$ cat config.mk
export PLATFORM = sky130hd
export DESIGN_NAME = mem_req_arb
export DESIGN_NICKNAME = d
export VERILOG_FILES = /design/src/rtl/mem_req_arb.sv
export SDC_FILE = /design/constraint.sdc
export NUM_CORES = 1
export LEC_CHECK = 0
export BUFFER_PORTS_ARGS = -buffer_cell sky130_fd_sc_hd__buf_4
export CAP_MARGIN = 20
export CORE_AREA = 2 2 110 112
export CTS_BUF_LIST = sky130_fd_sc_hd__clkbuf_4 sky130_fd_sc_hd__clkbuf_8 sky130_fd_sc_hd__clkbuf_16
export DETAILED_ROUTE_END_ITERATION = 6
export DIE_AREA = 0 0 112 114
export GPL_ROUTABILITY_DRIVEN = 0
export PLACE_DENSITY = 0.45
export REMOVE_ABC_BUFFERS = 1
export SLEW_MARGIN = 10
export SYNTH_ARGS = -nofsm -noshare
export SYNTH_HDL_FRONTEND = slang
export SYNTH_SLANG_ARGS = --single-unit
$ cat constraint.sdc
create_clock -name clk -period 2.8 [get_ports clk]
set_clock_uncertainty 0.1 [all_clocks]
set_input_delay 0.28 -clock clk [delete_from_list [all_inputs] [get_ports clk]]
set_output_delay 0.28 -clock clk [all_outputs]
set_load 0.05 [all_outputs]
$ cat src/rtl/mem_req_arb.sv
// mem_req_arb: shares one memory port between IFU and LSU and routes responses back in order through a tag FIFO
module mem_req_arb #(
  parameter int AW       = 32,
  parameter int DW       = 32,
  parameter int OUTS     = 2,
  parameter bit LSU_PRIO = 1'b1
) (
  input  logic            clk,
  input  logic            rst,
  input  logic            ifu_req_vld,
  output logic            ifu_req_rdy,
  input  logic [AW-1:0]   ifu_req_addr,
  output logic            ifu_rsp_vld,
  input  logic            ifu_rsp_rdy,
  output logic [DW-1:0]   ifu_rsp_data,
  output logic            ifu_rsp_err,
  input  logic            lsu_req_vld,
  output logic            lsu_req_rdy,
  input  logic [AW-1:0]   lsu_req_addr,
  input  logic            lsu_req_wen,
  input  logic [DW-1:0]   lsu_req_wdata,
  input  logic [DW/8-1:0] lsu_req_wmask,
  output logic            lsu_rsp_vld,
  input  logic            lsu_rsp_rdy,
  output logic [DW-1:0]   lsu_rsp_data,
  output logic            lsu_rsp_err,
  output logic            mem_req_vld,
  input  logic            mem_req_rdy,
  output logic [AW-1:0]   mem_req_addr,
  output logic            mem_req_wen,
  output logic [DW-1:0]   mem_req_wdata,
  output logic [DW/8-1:0] mem_req_wmask,
  input  logic            mem_rsp_vld,
  output logic            mem_rsp_rdy,
  input  logic [DW-1:0]   mem_rsp_data,
  input  logic            mem_rsp_err
);
  localparam int PW = OUTS > 1 ? $clog2(OUTS) : 1;
  localparam int CW = $clog2(OUTS + 1);
  logic [OUTS-1:0] tags_q, tags_d;
  logic [PW-1:0]   wptr_q, wptr_d, rptr_q, rptr_d;
  logic [CW-1:0]   cnt_q, cnt_d;
  logic            lock_q, lock_d, lock_sel_q, lock_sel_d, rr_q, rr_d;
  logic            full, empty, hold, sel, head, req_hs, rsp_hs;
  function automatic logic [PW-1:0] inc(input logic [PW-1:0] p);
    return p == PW'(OUTS - 1) ? '0 : p + 1'b1;
  endfunction
  assign full  = cnt_q == CW'(OUTS);
  assign empty = cnt_q == '0;
  assign head  = tags_q[rptr_q];
  // a stalled grant stays with its requester only while that requester keeps asking
  assign hold  = lock_q & (lock_sel_q ? lsu_req_vld : ifu_req_vld);
  // sel=1 means LSU wins; rr_q=1 means LSU is next in round-robin order
  assign sel   = hold ? lock_sel_q : lsu_req_vld & (~ifu_req_vld | LSU_PRIO | rr_q);
  assign mem_req_vld   = (ifu_req_vld | lsu_req_vld) & ~full;
  assign mem_req_addr  = sel ? lsu_req_addr : ifu_req_addr;
  assign mem_req_wen   = sel & lsu_req_wen;
  assign mem_req_wdata = sel ? lsu_req_wdata : '0;
  assign mem_req_wmask = sel ? lsu_req_wmask : '0;
  assign ifu_req_rdy   = ~sel & mem_req_rdy & ~full;
  assign lsu_req_rdy   = sel & mem_req_rdy & ~full;
  assign req_hs        = mem_req_vld & mem_req_rdy;
  assign ifu_rsp_vld   = mem_rsp_vld & ~empty & ~head;
  assign lsu_rsp_vld   = mem_rsp_vld & ~empty & head;
  assign ifu_rsp_data  = mem_rsp_data;
  assign lsu_rsp_data  = mem_rsp_data;
  assign ifu_rsp_err   = mem_rsp_err & ~empty & ~head;
  assign lsu_rsp_err   = mem_rsp_err & ~empty & head;
  assign mem_rsp_rdy   = empty | (head ? lsu_rsp_rdy : ifu_rsp_rdy);
  assign rsp_hs        = mem_rsp_vld & mem_rsp_rdy & ~empty;
  // next-state for tag FIFO, lock and round-robin pointer
  always_comb begin
    tags_d          = tags_q;
    tags_d[wptr_q]  = req_hs ? sel : tags_q[wptr_q];
    wptr_d          = req_hs ? inc(wptr_q) : wptr_q;
    rptr_d          = rsp_hs ? inc(rptr_q) : rptr_q;
    cnt_d           = cnt_q + CW'(req_hs) - CW'(rsp_hs);
    lock_d          = mem_req_vld & ~mem_req_rdy;
    lock_sel_d      = sel;
    rr_d            = req_hs ? ~sel : rr_q;
  end
  // state registers
  always_ff @(posedge clk) begin
    if (rst) begin
      tags_q     <= '0;
      wptr_q     <= '0;
      rptr_q     <= '0;
      cnt_q      <= '0;
      lock_q     <= 1'b0;
      lock_sel_q <= 1'b0;
      rr_q       <= 1'b0;
    end else begin
      tags_q     <= tags_d;
      wptr_q     <= wptr_d;
      rptr_q     <= rptr_d;
      cnt_q      <= cnt_d;
      lock_q     <= lock_d;
      lock_sel_q <= lock_sel_d;
      rr_q       <= rr_d;
    end
  end
endmodule
==> results.py, run 1 <==
metrics = {
    "clock_tree": {
        "numClockSinks": 8,
        "h-tree-depth": 1,
        "cts.path.max_buffers": 2,
        "cts_root_buf": "clkbuf_16",
        "hold_buffers": 0,
        "post_cts_resized": 0,
        "cts_setup_buffers": 0,
        "clock_latency_ns": 0.23,
        "clk_pin_slew_ns": 0.04,
        "cts_made_buffers": 3,
        "cts_tree": "yes",
    },
    "global_route": {
        "grt_max_degree": 42,
        "overflow": 0,
        "grt_use_total_pct": 12.3,
        "grt_pass1_vias": 1687,
        "antenna_found_initial": 0,
        "grt_pass1_wl_um": 11700,
    },
    "sta": {
        "rsz0062_at_grt": "no",
        "tns_ns": 0,
        "fin_hold_ws_ns": 0.162,
        "fin_crit_sh_pct": 79.9,
        "finalCriticalPeriod_ns": 2.24,
        "max-slew-margin-rel_pct": 61.1,
        "setup_viol": 0,
        "tightestPinTransition_ns": 0.583,
        "hold_viol": 0,
        "fmax_mhz": 447,
        "slew_viol_final": 0,
    },
    "pwr": {
        "p_leak_nw": 1.61,
        "power_density_nw_per_um2": 429,
        "vdd_drop_max_mv": 0.464,
    },
    "final_layout": {
        "antenna_cells": 0,
        "final_nets": 461,
        "fillerInstances": 1281,
        "area_growth_pct": 64.0,
        "drive_gt1_share_pct": 70.5,
        "final_core_util_pct": 24.2,
        "multi_input_area_um2": 992,
        "seq_area_um2": 160,
    },
    "routing": {
        "via_per_inst": 3.98,
        "post-route-drc-count": 0,
        "drt-initial-drc-count": 80,
        "wl_per_cell_um": 19.0,
        "wl_um": 8760,
        "vias": 1840,
        "ant_nets": 0,
        "drt_first_pass_iters": 4,
    },
    "floorplan": {
        "pin_count": 283,
        "die_w_um": 112,
        "num_rows": 40,
        "die-area_um2": 12800,
        "die_h_um": 114,
        "initial_core_util_pct": 14.8,
        "core_area_um2": 11700,
    },
    "logic_synthesis": {
        "synth_top_area_cell": "buf_4",
        "ys_types": 29,
        "yosysSeqAreaShare_pct": 9.26,
        "yosys_register_bits": 8,
        "synth.cell_area_um2": 1730,
        "yosysTopAreaCellShare_pct": 27.8,
        "ys_warn_count": 0,
        "syn_inst": 202,
        "syn_area_per_cell_um2": 8.57,
        "synth_top_cells_by_area": "buf_4 28%, mux2_4 25%, and3_1 13%",
    },
    "placement": {
        "hpwl_um": 7440,
        "port_buffers": 186,
    },
    "setup_path": {
        "cp_slowest_cell": "buf_4",
        "cpMostUsedCell": "buf_4",
        "critical_path_class": "flop to output port",
        "critPathMaxFanout": 33,
        "r2r-start": "rptr_q",
        "slowest_delay_ns": 0.47,
        "r2r-end": "cnt_q[1]",
        "reg2reg_slack_ns": 0.58,
        "r2r_cells": 8,
        "required_ns": 2.42,
        "cp-start-kind": "flop",
        "crit_arrival_ns": 1.86,
        "worstPathCellList": "nand3b_1, and2_2, buf_4, mux2_1, buf_4",
        "end_kind": "output port",
    },
    "worst_hold_path": {
        "hold_path_class": "input pin to flop",
        "hold_depth": 2,
        "hold_end": "lock_q",
        "hold_start": "mem_req_rdy",
    },
    "status": {
        "outcome": "completed",
    },
    "job": {
        "max-cap-violations": 0,
    },
}
## area by class of cell
cell class	instances	area share, %
multi-input cells	112	35.0
inverters	4	0.529
well taps	147	6.48
repair buffers	188	49.7
flip-flops and latches	8	5.64
clock buffers	3	2.65
## cells by family after synthesis
kind of cell	count (synthesis)	synth area share, %
simple gates	63	21.2
xor+xnor	1	0.506
flops	8	9.26
buf+inv	82	33.5
mux	36	29.7
compound gates	10	4.41
fa+ha+maj	2	1.45
## worst max path at each step
| stage | slack (ns) | start | end |
|---|---|---|---|
| 4_1_cts | 0.54 | lock_sel_q | mem_req_addr[1] |
| 6_report | 0.56 | lock_sel_q | mem_req_addr[1] |
| 3_3_place_gp | 0.59 | rptr_q | cnt_q[1] |
| 5_1_grt | 0.38 | rptr_q | cnt_q[1] |
| 3_5_place_dp | 0.57 | rptr_q | cnt_q[1] |
| 2_1_floorplan | -0.29 | lock_q | mem_req_addr[0] |
## through the flow
stage	cell area (µm²)	total power, mW	setup WS, ns	instances
2_1_floorplan	1170	0.696	-0.286	124
3_3_place_gp	2760	0.984	0.586	459
3_5_place_dp	2760	0.986	0.565	459
4_1_cts	2840	1.23	0.544	462
5_1_grt	2840	1.29	0.384	462
6_report	2840	1.22	0.563	462
## layout by cell type, fill, tap and decap left out, types with 2 or more instances in the layout
cell type	count
o32ai_1	2
mux2i_1	2
nor4_1	3
nor2b_1	4
inv_1	4
o21ai_0	2
and3_1	37
nand2b_1	3
clkbuf_16	3
nand2_1	3
ha_1	2
o211ai_1	2
dfxtp_1	8
mux2_1	4
mux2_4	29
nor2_1	8
buf_4	188
## worst max-delay path, delay by kind of cell, from the launching register on
kind	cells	cell delay [ns]
simple gates	2	0.27
flops	1	0.29
buf+inv	2	0.66
mux	1	0.38
## routing by layer
layer | wire length (µm) | vias to the layer above | global-route usage (%)
met5 | 54 | - | 4.71
met1 | 3340 | 797 | 14.7
met2 | 3650 | 178 | 16.3
li1 | - | 857 | -
met3 | 1710 | 6 | 11.1
met4 | 4 | 2 | 1.71
## sequential cells by signal (all words and copies together), names as in the netlist
name,flops
cnt_q,2
lock_q,1
lock_sel_q,1
rptr_q,1
tags_q,2
wptr_q,1
## cells in the mapped netlist (all sizes together)
cell type / n
nand4: 1
inv: 4
nand3b: 1
clkbuf: 9
nand2: 3
nor2b: 4
o21ba: 1
o21ai: 3
o32ai: 2
mux2: 33
ha: 2
and2: 2
mux2i: 3
buf: 69
nor3: 1
nor2: 8
o211a: 1
dfxtp: 8
nand2b: 3
o31a: 1
and3: 37
xor2: 1
o211ai: 2
nor4: 3
## power by group
part           internal, mW  switching [mW]
Clock                 0.184          0.0553
Combinational         0.332           0.485
Sequential            0.134          0.0277
Power figures use the tool's default switching activity.
==> run 2, diff against run 1 <==
--- a/config.mk
+++ b/config.mk
@@ -12,7 +12,7 @@
 export DETAILED_ROUTE_END_ITERATION = 6
 export DIE_AREA = 0 0 112 114
 export GPL_ROUTABILITY_DRIVEN = 0
-export PLACE_DENSITY = 0.45
+export PLACE_DENSITY = 0.47
 export REMOVE_ABC_BUFFERS = 1
 export SLEW_MARGIN = 10
 export SYNTH_ARGS = -nofsm -noshare
==> constraint.sdc (replaced) <==
create_clock -name clk -period 1.8 [get_ports clk]
set_clock_uncertainty 0.1 [all_clocks]
set_input_delay 0.18 -clock clk [delete_from_list [all_inputs] [get_ports clk]]
set_output_delay 0.18 -clock clk [all_outputs]
set_load 0.05 [all_outputs]
==> run 2 against run 1 <==
  * The run now ends with negative setup slack left
  * Clock power increased by 61%
  * Sequential power up 48%
  * Count of clock-buffer cells in the layout stayed put
  * Via count is 7.1% higher
  * Largest cell class unchanged
  * Largest power group unchanged
==> results.py, run 2 (synthesis results as in run 1) <==
metrics = {
    "status": {
        "outcome": "finished, violations left",
        "violations": "negative setup slack",
    },
    "routing": {
        "drt-initial-drc-count": 73,
        "post-route-drc-count": 0,
        "wl_per_cell_um": 20.8,
        "drt_first_pass_iters": 4,
        "wl_um": 10100,
        "ant_nets": 0,
        "via_per_inst": 4.07,
        "vias": 1971,
    },
    "final_layout": {
        "seq_area_um2": 164,
        "fillerInstances": 1239,
        "multi_input_area_um2": 1020,
        "area_growth_pct": 92.0,
        "final_nets": 483,
        "mostFrequentLayoutCells": "166 x buf_4, 37 x and3_1, 33 x mux2_4",
        "reg_top3": "cnt_q: 2 flops, tags_q: 2 flops",
        "final_common_cell": "buf_4",
        "finalInstanceArea_um2": 3320,
        "antenna_cells": 0,
        "drive_gt1_share_pct": 74.2,
    },
    "pwr": {
        "vdd_drop_max_mv": 0.488,
        "pwr-share-comb_pct": 70.9,
        "power_density_nw_per_um2": 646,
        "p_leak_nw": 1.84,
        "p_switching_mw": 0.949,
        "clkPwrFrac_pct": 17.9,
        "finalPower_mw": 2.15,
        "p_int_mw": 1.20,
        "seq_power_share_pct": 11.2,
        "p_sw_share_pct": 44.2,
    },
    "setup_path": {
        "end_kind": "flop",
        "cpMostUsedCell": "ha_1",
        "worstPathCellList": "mux2i_4, mux2i_2, ha_1, inv_1, ha_1, xor2_1, and2_1, nor3_1",
        "crit_arrival_ns": 1.91,
        "slowest_delay_ns": 0.35,
        "critPathMaxFanout": 2,
        "path_buf_inv": 1,
        "reg2reg_slack_ns": -0.09,
        "cpLargestDelayFamily": "multiplexers",
        "r2r-start": "rptr_q",
        "r2r_cells": 8,
        "r2r-end": "cnt_q[1]",
        "critical_path_class": "flop to flop",
        "cp_slowest_cell": "dfxtp_4",
        "required_ns": 1.82,
        "cp-start-kind": "flop",
    },
    "clock_tree": {
        "h-tree-depth": 1,
        "cts_root_buf": "clkbuf_16",
        "clock_latency_ns": 0.23,
        "clk_pin_slew_ns": 0.04,
        "numClockSinks": 8,
        "cts_made_buffers": 3,
        "cts_tree": "yes",
        "hold_buffers": 0,
        "cts.path.max_buffers": 2,
    },
    "sta": {
        "max-slew-margin-rel_pct": 75.3,
        "tns_ns": -2.21,
        "fin_hold_ws_ns": 0.0517,
        "fin_crit_sh_pct": 105,
        "hold_viol": 0,
        "setup_viol": 33,
        "tightestPinTransition_ns": 0.367,
        "rsz0062_at_grt": "yes",
        "finalCriticalPeriod_ns": 1.89,
        "finalWorstSetupSlack_ns": -0.0880,
        "slew_viol_final": 0,
        "fmax_mhz": 530,
    },
    "floorplan": {
        "pin_count": 283,
        "initial_core_util_pct": 14.8,
        "die_h_um": 114,
        "die_w_um": 112,
        "core_area_um2": 11700,
        "die-area_um2": 12800,
        "num_rows": 40,
    },
    "global_route": {
        "grt_max_degree": 40,
        "overflow": 0,
        "grt_use_total_pct": 13.9,
        "antenna_found_initial": 0,
        "grt_pass1_vias": 1856,
        "grt_pass1_wl_um": 13100,
    },
    "worst_hold_path": {
        "hold_start": "mem_req_rdy",
        "hold_end": "lock_q",
        "hold_depth": 2,
        "hold_path_class": "input pin to flop",
    },
    "placement": {
        "post_dp_cell_area_um2": 2850,
        "port_buffers": 186,
        "hpwl_um": 8010,
    },
    "job": {
        "max-cap-violations": 0,
    },
}
==> run 2: cell count changes in the layout (fill, tap and decap cells not counted), moves of 2 or more <==
| cell | delta |
|---|---|
| buf_6 | +31 |
| buf_8 | +5 |
| mux2_4 | +4 |
| buf_4 | -22 |
| mux2_1 | -4 |
| buf_12 | +3 |
| buf_16 | +3 |
| clkbuf_16 | +2 |
==> run 2: worst max-delay path by stage <==
stage | from | endpoint | slack (ns) | cells after the start
final | rptr_q | cnt_q[1] | -0.09 | 8
after global routing | rptr_q | cnt_q[1] | -0.18 | 8
after CTS | lock_sel_q | mem_req_addr[22] | -0.09 | 5
after detailed placement | rptr_q | cnt_q[1] | -0.12 | 8
after global placement | rptr_q | cnt_q[1] | -0.09 | 8
after floorplan | lock_q | mem_req_addr[0] | -1.19 | 3
==> run 2: worst register-to-register path, delay by kind of cell, from the launching register on <==
kind          cells  cell delay, ns
buf+inv           1            0.05
flops             1            0.35
simple gates      2            0.18
mux               2            0.52
xor+xnor          1            0.17
fa+ha+maj         2            0.40
==> run 2: through the flow <==
step / worst slack (ns) / instances / utilization (%)
floorplan: -1.19 / 124 / -
global placement: -0.0865 / 469 / 24.3
detailed placement: -0.121 / 469 / 24.3
CTS: -0.0868 / 483 / 27.6
global route: -0.181 / 484 / 28.4
finish: -0.0880 / 484 / 28.4
==> run 2: cell type report <==
cell class / instances / share of cell area [%]
multi-input cells: 112 / 30.7
repair buffers: 210 / 56.1
clock buffers: 3 / 2.26
well taps: 147 / 5.54
inverters: 4 / 0.452
flip-flops and latches: 8 / 4.93
==> run 2: metal layers <==
layer	part of all wire [%]	GRT usage [%]	wire, µm
met1	36	15.5	3660
met4	0.19	1.46	19
met3	17	10.9	1690
met5	0.25	2.75	25
met2	46	21.5	4650
==> run 2: what timing repair did <==
item / CTS / global route
pin swaps: 3 / 2
buffers inserted: 10 / 2
endpoints found under the hold margin: 0 / 0
gates cloned: 3 / 2
endpoints found under the setup margin: 34 / 74
gates resized for setup: 46 / 10
==> run 2: power groups by stage <==
stage | clock, mW | combinational, mW | sequential [mW]
floorplan | 0 | 0.838 | 0.243
global placement | 0 | 1.36 | 0.236
detailed placement | 0 | 1.36 | 0.239
CTS | 0.386 | 1.50 | 0.237
global route | 0.397 | 1.60 | 0.244
finish | 0.384 | 1.52 | 0.240
==> run 3, diff against run 2 <==
--- a/config.mk
+++ b/config.mk
@@ -12,6 +12,7 @@
 export DETAILED_ROUTE_END_ITERATION = 6
 export DIE_AREA = 0 0 112 114
 export GPL_ROUTABILITY_DRIVEN = 0
+export GPL_TIMING_DRIVEN = 0
 export PLACE_DENSITY = 0.47
 export REMOVE_ABC_BUFFERS = 1
 export SLEW_MARGIN = 10
==> run 3 against run 2 <==
  * The flow still finishes with violations (negative setup slack)
  * Register-to-register slack improved by 0.02 ns
  * Count of clock-buffer cells in the layout unchanged
  * Non-clock buffer count decreased by 8
  * Via count increased by 2.0%
  * Routed wire length increased by 0.28%
  * Sequential power increased by 15%
  * Critical path type is now flop to output port
  * Highest routed layer unchanged
==> results.py, run 3 (synthesis results as in run 1) <==
metrics = {
    "setup_path": {
        "cp_slowest_cell": "dfxtp_4",
        "required_ns": 1.52,
        "cp-start-kind": "flop",
        "worstPathCellList": "nand3b_1, and2_4, clkbuf_16, mux2_4, buf_6",
        "crit_arrival_ns": 1.64,
        "end_kind": "output port",
        "slowest_delay_ns": 0.33,
        "critical_path_class": "flop to output port",
        "cpLargestDelayFamily": "simple AND/OR/NAND/NOR gates",
        "path_buf_inv": 2,
        "critPathMaxFanout": 7,
    },
    "sta": {
        "max-slew-margin-rel_pct": 77.3,
        "hold_viol": 0,
        "setup_viol": 34,
        "fin_hold_ws_ns": 0.0568,
        "rsz0062_at_grt": "yes",
        "finalWorstSetupSlack_ns": -0.116,
        "slew_viol_final": 0,
        "fmax_mhz": 522,
        "tightestPinTransition_ns": 0.337,
        "finalCriticalPeriod_ns": 1.92,
        "tns_ns": -3.12,
        "fin_crit_sh_pct": 106,
    },
    "final_layout": {
        "area_growth_pct": 86.3,
        "drive_gt1_share_pct": 75.3,
        "final_common_cell": "buf_4",
        "final_nets": 478,
        "mostFrequentLayoutCells": "164 x buf_4, 37 x and3_1, 34 x buf_6",
        "reg_top3": "cnt_q: 2 flops, tags_q: 2 flops",
        "antenna_cells": 0,
        "final_core_util_pct": 27.5,
    },
    "clock_tree": {
        "cts.path.max_buffers": 2,
        "clock_latency_ns": 0.23,
        "numClockSinks": 8,
        "hold_buffers": 0,
        "cts_tree": "yes",
        "clk_pin_slew_ns": 0.03,
        "cts_made_buffers": 3,
        "cts_root_buf": "clkbuf_16",
        "h-tree-depth": 1,
    },
    "routing": {
        "wl_um": 10100,
        "vias": 2010,
        "drt-initial-drc-count": 58,
        "drt_first_pass_iters": 4,
        "ant_nets": 0,
        "post-route-drc-count": 0,
        "wl_per_cell_um": 21.0,
        "via_per_inst": 4.20,
    },
    "floorplan": {
        "core_area_um2": 11700,
        "die_h_um": 114,
        "initial_core_util_pct": 14.8,
        "die_w_um": 112,
        "die-area_um2": 12800,
        "pin_count": 283,
        "num_rows": 40,
    },
    "global_route": {
        "grt_pass1_vias": 1810,
        "antenna_found_initial": 0,
        "grt_max_degree": 42,
        "overflow": 0,
        "grt_pass1_wl_um": 12700,
        "grt_use_total_pct": 13.6,
    },
    "job": {
        "max-cap-violations": 0,
    },
    "pwr": {
        "vdd_drop_max_mv": 0.586,
        "power_density_nw_per_um2": 650,
        "p_leak_nw": 1.76,
    },
    "placement": {
        "pre_cts_slack_ns": -1.08,
        "hpwl_um": 7900,
        "port_buffers": 186,
    },
    "worst_hold_path": {
        "hold_path_class": "input pin to flop",
    },
    "status": {
        "outcome": "finished, violations left",
        "violations": "negative setup slack",
    },
}
-- run 3: per-layer routing --
layer / GRT usage (%) / wire (µm) / up-vias / share of wire [%]
li1: - / - / 896 / -
met1: 16.2 / 3850 / 923 / 38
met2: 20.3 / 4610 / 181 / 46
met3: 9.72 / 1550 / 8 / 15
met4: 0.976 / 12 / 2 / 0.12
met5: 5.49 / 51 / - / 0.51
-- run 3: through the flow --
step | cell area, µm² | power, mW | instances
2_1_floorplan | 1170 | 1.08 | 124
3_3_place_gp | 2750 | 1.53 | 457
3_5_place_dp | 2770 | 1.54 | 458
4_1_cts | 3120 | 2.03 | 475
5_1_grt | 3220 | 2.19 | 479
6_report | 3220 | 2.10 | 479
-- run 3: timing repair --
| item | CTS | global route |
|---|---|---|
| setup endpoints to repair | 76 | 54 |
| gates resized for setup | 45 | 13 |
| buffers inserted | 10 | 3 |
| pin swaps | 2 | 5 |
| gates cloned | 4 | 1 |
-- run 3: area by class of cell --
cell class	count	area, µm²
Multi-Input combinational cell	115	1070
Fill cell	1233	8490
Inverter	4	15.0
Timing Repair Buffer	202	1700
Clock buffer	3	75.1
Sequential cell	8	174
Tap cell	147	184
-- run 3: worst paths after layout --
| check | startpoint | end | slack (ns) | cells past startpoint |
|---|---|---|---|---|
| max | lock_sel_q | mem_req_addr[28] | -0.12 | 5 |
| min | mem_req_rdy | lock_q | 0.06 | 2 |
| max reg2reg | rptr_q | cnt_q[1] | -0.07 | 8 |
| min reg2reg | tags_q[1] | tags_q[1] | 0.41 | 2 |
-- run 3: report_power, final --
part	switching [mW]	total, mW	internal [mW]
logic	0.804	1.46	0.653
registers	0.0580	0.275	0.217
clock network	0.0780	0.364	0.286
total	0.940	2.10	1.16
